===== src/rtl/probe_write_arbiter.sv =====
// Round-robin arbiter feeding one probe-buffer write port through a small FIFO, with a capture FSM.
// Optional PROBE_ARB_TAG_EN: replaces the top $clog2(NUM_REQ) bits of pb_write with the requester index.
module probe_write_arbiter #(
  parameter int unsigned NUM_REQ    = 4,
  parameter int unsigned DATA_W     = 64,
  parameter int unsigned FIFO_DEPTH = 8
) (
  input  logic                          clock,
  input  logic                          reset,
  input  logic                          start,
  input  logic                          stop,
  input  logic                          clear,
  input  logic [NUM_REQ-1:0]            req_valid,
  input  logic [NUM_REQ*DATA_W-1:0]     req_data,
  output logic [NUM_REQ-1:0]            req_ready,
  output logic [DATA_W-1:0]             pb_write,
  output logic                          pb_wen,
  input  logic                          pb_ready,
  output logic [1:0]                    state_o,
  output logic [$clog2(FIFO_DEPTH):0]   fifo_level,
  output logic [31:0]                   accept_cnt,
  output logic                          done
);

  localparam int unsigned PtrW  = $clog2(NUM_REQ);
  localparam int unsigned AddrW = $clog2(FIFO_DEPTH);
  localparam int unsigned LvlW  = AddrW + 1;

  localparam logic [1:0] StIdle  = 2'd0;
  localparam logic [1:0] StRun   = 2'd1;
  localparam logic [1:0] StDrain = 2'd2;
  localparam logic [1:0] StDone  = 2'd3;

  logic [1:0]        state_q, state_d;
  logic [PtrW-1:0]   rr_q, rr_d;
  logic [AddrW-1:0]  wptr_q, wptr_d, rptr_q, rptr_d;
  logic [LvlW-1:0]   level_q, level_d;
  logic [31:0]       cnt_q, cnt_d;
  logic [DATA_W-1:0] mem_q [FIFO_DEPTH];

  logic              empty, full, out_active, pop, push, arb_en, found;
  logic [PtrW-1:0]   grant_idx;
  int unsigned       cand;
  logic [DATA_W-1:0] push_data, head_word;

  assign empty      = (level_q == '0);
  assign full       = (level_q == LvlW'(FIFO_DEPTH));
  assign out_active = (state_q == StRun) || (state_q == StDrain);
  // Reset gates both sides so nothing moves in the reset cycle itself.
  assign pop        = !reset && !empty && pb_ready && out_active;
  assign arb_en     = !reset && (state_q == StRun) && (!full || pop);

  always_comb begin
    req_ready = '0;
    grant_idx = '0;
    found     = 1'b0;
    cand      = 0;
    for (int unsigned k = 0; k < NUM_REQ; k++) begin
      cand = 32'(rr_q) + k;
      if (cand >= NUM_REQ) cand = cand - NUM_REQ;
      if (arb_en && !found && req_valid[PtrW'(cand)]) begin
        found                   = 1'b1;
        grant_idx               = PtrW'(cand);
        req_ready[PtrW'(cand)]  = 1'b1;
      end
    end
  end

  assign push = found;

  always_comb begin
    push_data = '0;
    for (int unsigned i = 0; i < NUM_REQ; i++) begin
      if (req_ready[i]) push_data = req_data[i*DATA_W +: DATA_W];
    end
  end

`ifdef PROBE_ARB_TAG_EN
  logic [PtrW-1:0] tag_q [FIFO_DEPTH];

  always_ff @(posedge clock) begin
    if (push) tag_q[wptr_q] <= grant_idx;
  end

  assign head_word = {tag_q[rptr_q], mem_q[rptr_q][DATA_W-PtrW-1:0]};
`else
  assign head_word = mem_q[rptr_q];
`endif

  assign pb_wen   = pop;
  assign pb_write = pop ? head_word : '0;

  always_comb begin
    wptr_d  = push ? wptr_q + AddrW'(1) : wptr_q;
    rptr_d  = pop ? rptr_q + AddrW'(1) : rptr_q;
    level_d = level_q;
    case ({push, pop})
      2'b10:   level_d = level_q + LvlW'(1);
      2'b01:   level_d = level_q - LvlW'(1);
      default: level_d = level_q;
    endcase
    rr_d = rr_q;
    if (push) rr_d = (grant_idx == PtrW'(NUM_REQ - 1)) ? '0 : grant_idx + PtrW'(1);
  end

  always_comb begin
    state_d = state_q;
    cnt_d   = cnt_q;
    if (push && (cnt_q != 32'hFFFF_FFFF)) cnt_d = cnt_q + 32'd1;
    case (state_q)
      StIdle: begin
        if (start) begin
          state_d = StRun;
          cnt_d   = '0;
        end
      end
      StRun:   if (stop) state_d = StDrain;
      StDrain: if (level_d == '0) state_d = StDone;
      StDone:  if (clear) state_d = StIdle;
      default: state_d = StIdle;
    endcase
  end

  always_ff @(posedge clock) begin
    if (reset) begin
      state_q <= StIdle;
      rr_q    <= '0;
      wptr_q  <= '0;
      rptr_q  <= '0;
      level_q <= '0;
      cnt_q   <= '0;
    end else begin
      state_q <= state_d;
      rr_q    <= rr_d;
      wptr_q  <= wptr_d;
      rptr_q  <= rptr_d;
      level_q <= level_d;
      cnt_q   <= cnt_d;
    end
  end

  // Storage needs no reset; occupancy is tracked by the pointers and level.
  always_ff @(posedge clock) begin
    if (push) mem_q[wptr_q] <= push_data;
  end

  assign state_o    = state_q;
  assign fifo_level = level_q;
  assign accept_cnt = cnt_q;
  assign done       = (state_q == StDone);

endmodule


===== config.mk =====
export PLATFORM = sky130hd
export DESIGN_NAME = probe_write_arbiter
export DESIGN_NICKNAME = d
export VERILOG_FILES = /design/src/rtl/probe_write_arbiter.sv
export SDC_FILE = /design/constraint.sdc
export NUM_CORES = 1
export LEC_CHECK = 0
export CORE_ASPECT_RATIO = 0.9
export CORE_MARGIN = 10
export CORE_UTILIZATION = 45
export DETAILED_ROUTE_END_ITERATION = 10
export GPL_TIMING_DRIVEN = 0
export PLACE_DENSITY = 0.76
export SYNTH_ARGS = -nofsm -noshare
export SYNTH_HDL_FRONTEND = slang
export SYNTH_SLANG_ARGS = --single-unit

===== constraint.sdc =====
create_clock -name clock -period 25.6 [get_ports clock]
set_input_delay 3.84 -clock clock [delete_from_list [all_inputs] [get_ports clock]]
set_output_delay 3.84 -clock clock [all_outputs]
set_load 0.03 [all_outputs]

==> out/metrics.cfg <==
[clocking]
cts.htree.levels=2
postCtsSetupBuffers=0
cts_buffers=56
cts.sinks=561
path_clk_slew_ns=0.05
cts.path.max_buffers=3
cts_tree=done
clock_latency_ns=0.60
cts_resized=0
cts_hold_buf=0
clockRootBuffer=clkbuf_16

[floorplanning]
dieArea_mm2=0.0638
die_w_um=265
die_y_um=241
start_util=0.457
rows=80
core_area_mm2=0.0533
num_io_pins=374

[sta]
worst_hold_slack_ns=0.520
hold_violations=0
slew_violations=0
final.period_utilization=0.449
relSlewSlack=0.284
setup_viol=0
skew_ns=0.0145
timing.final.crit_period_ns=11.50
tightest_slew_ns=1.07
setup_tns_ns=0
max_freq_mhz=87.0
rsz0062_at_grt=false

[final_layout]
fin_nets=2200
diodes=0
drive_above_1_share=0.201
fin_cells=2660
area_delta_synth_final_pct=29.6
final_common_cell=edfxtp_1
mostFrequentLayoutCells=edfxtp_1, clkdlybuf4s50_1, mux4_2

[logic_synthesis]
synth_area_per_cell_um2=17.1
ys_seq_area_frac=0.672
synth_top_family_by_area=multiplexers
async_flop_share=0
synth.distinct_cells=62
synthCells=1425
syn_area_mm2=0.0243
synthFlopType=edfxtp_1
syn_nets=1707
synth_edf_count=512
synth_seq_cells=561
yosys_warnings=0
yosys.area_share.simple=0.0432
synth_xor_area_frac=0.0133
synthMuxAreaShare=0.151
synth_compound_area_frac=0.0895
synthAdderAreaFrac=0.00822

[detailed_routing]
drc_errors=0
drtAntennaViolNets=0
vias=15700
routed_wl_mm=69.3
viasPerCell=5.89
detail_route.wl_per_cell_um=26.0
first_pass_iters=5
drtIter0Drc=1548

[placement]
gp_congestion=0.845
dpl.hpwl_mm=49.8
port_buffers=372
dp_cells=2557

[power]
power_w=0.00239
switching_share=0.258
p_switching_w=0.000616
power_frac_clock=0.351
intPower_w=0.00177
power.density_mw_per_mm2=75.7
combPwrFrac=0.187
p_seq_frac=0.462
leakagePower_nw=9.88
irDropWorstVdd_mv=0.0533

[grt]
antenna_found_initial=1
grt_pass1_vias=16400
overflow=0
use_met3=0.0506
grt_pass1_wl_mm=102
grt_util_met2=0.364
track_usage=0.213
met1_usage=0.272
grt_max_degree=25
grt_busiest_layer=met2

[worst_setup_path]
rr_worst_depth=12
reg2reg_slack_ns=20.91
required_ns=21.76
crit_path_start_kind=primary input
worst-path-max-fanout=10
r2r_end=mem_q[2][24]$_DFFE_PP_
arrival_ns=7.66
critPathLaunch=req_valid[1]
cp-end-kind=primary output
crit_path_end=req_ready[2]
worstSetupPathType=primary input to primary output

[status]
status=finished clean

[worst_hold_path]
hp-class=flop to flop

[run]
maxCapViolations=0

-- power by group through the flow --
stage | combinational, W | clock [W] | sequential, W
5_1_grt | 0.000484 | 0.000887 | 0.00110
4_1_cts | 0.000448 | 0.000851 | 0.00110
3_3_place_gp | 0.000419 | 0 | 0.00113
6_report | 0.000447 | 0.000838 | 0.00110
3_5_place_dp | 0.000447 | 0 | 0.00112
2_1_floorplan | 0.000264 | 0 | 0.00113
-- cell families after synthesis --
kind of cell             Yosys count
AO/OA/AOI/OAI                    263
XOR/XNOR                          37
adder cells (fa/ha/maj)           16
buffers and inverters            128
flip-flops                       561
multiplexers                     202
AND/OR/NAND/NOR                  218
-- stage by stage --
| step | cell area (µm²) | util | setup slack (ns) |
|---|---|---|---|
| detailed placement | 29700 | 0.557 | 14.10 |
| global route | 31500 | 0.592 | 14.05 |
| CTS | 31500 | 0.592 | 14.11 |
| finish | 31500 | 0.592 | 14.10 |
| global placement | 28900 | 0.543 | 5.97 |
| floorplan | 24300 | - | 13.44 |
-- metal layers --
layer,part of all wire,up-vias
li1,-,6876
met1,0.40,8018
met2,0.50,674
met3,0.083,89
met4,0.018,0
met5,0,-
-- worst min-delay path by stage --
stage	from	to	cells after the start
finish	rptr_q[2]$_SDFFE_PP0P_	rptr_q[2]$_SDFFE_PP0P_	2
floorplan	rptr_q[1]$_SDFFE_PP0P_	flop	2
global placement	rptr_q[0]$_SDFFE_PP0P_	rptr_q[0]$_SDFFE_PP0P_	1
detailed placement	rptr_q[2]$_SDFFE_PP0P_	flop	2
global route	rptr_q[0]$_SDFFE_PP0P_	rptr_q[0]$_SDFFE_PP0P_	1
CTS	rptr_q[1]$_SDFFE_PP0P_	flop	2
-- final cells by class --
type	instances	area (µm²)
timing repair buffer	435	4400
inverter	18	67.6
clock buffer	72	1490
multi-input combinational	736	7460
buffer	110	502
sequential	561	16400
fill	3979	21700
tap	697	872
clock inverter	31	392
-- cells in the mapped netlist, types with 4 or more instances --
| cell | instances | share of area |
|---|---|---|
| a211oi_1 | 6 | 0.0019 |
| a21boi_0 | 4 | 0.0012 |
| a21oi_1 | 23 | 0.0047 |
| a21oi_2 | 60 | 0.022 |
| a32oi_1 | 65 | 0.023 |
| and2_1 | 4 | 0.0010 |
| and3_1 | 7 | 0.0018 |
| and4_1 | 5 | 0.0018 |
| buf_1 | 21 | 0.0032 |
| buf_2 | 35 | 0.0072 |
| buf_6 | 6 | 0.0028 |
| clkbuf_1 | 48 | 0.0074 |
| dfxtp_1 | 49 | 0.040 |
| edfxtp_1 | 512 | 0.63 |
| ha_1 | 16 | 0.0082 |
| inv_1 | 18 | 0.0028 |
| mux2i_1 | 69 | 0.028 |
| mux4_2 | 131 | 0.12 |
| nand2_1 | 25 | 0.0039 |
| nand2b_1 | 6 | 0.0015 |
| nand3_1 | 12 | 0.0025 |
| nand3b_1 | 4 | 0.0012 |
| nand4_1 | 10 | 0.0026 |
| nor2_1 | 107 | 0.016 |
| nor2b_1 | 6 | 0.0015 |
| nor3_1 | 12 | 0.0025 |
| nor3b_1 | 6 | 0.0019 |
| nor4_1 | 4 | 0.0010 |
| o21ai_0 | 11 | 0.0023 |
| o32ai_1 | 64 | 0.023 |
| xnor2_1 | 27 | 0.0097 |
| xor2_1 | 10 | 0.0036 |
-- registers in the layout (all words and copies together), names as in the netlist, named ones only --
register	flops
mem_q	512
accept_cnt	32
fifo_level	4
rptr_q	3
wptr_q	3
state_o	2
rr_q	1
-- worst max-delay path, cell delays in order --
cell             delay, ns
clkdlybuf4s50_1       0.45
buf_2                 0.19
nor2b_1               0.14
mux4_2                0.51
a32o_1                0.34
o31ai_1               0.57
buf_2                 0.61
buf_2                 0.33
inv_1                 0.06
clkdlybuf4s50_1       0.60
(Power assumes the default switching activity.)
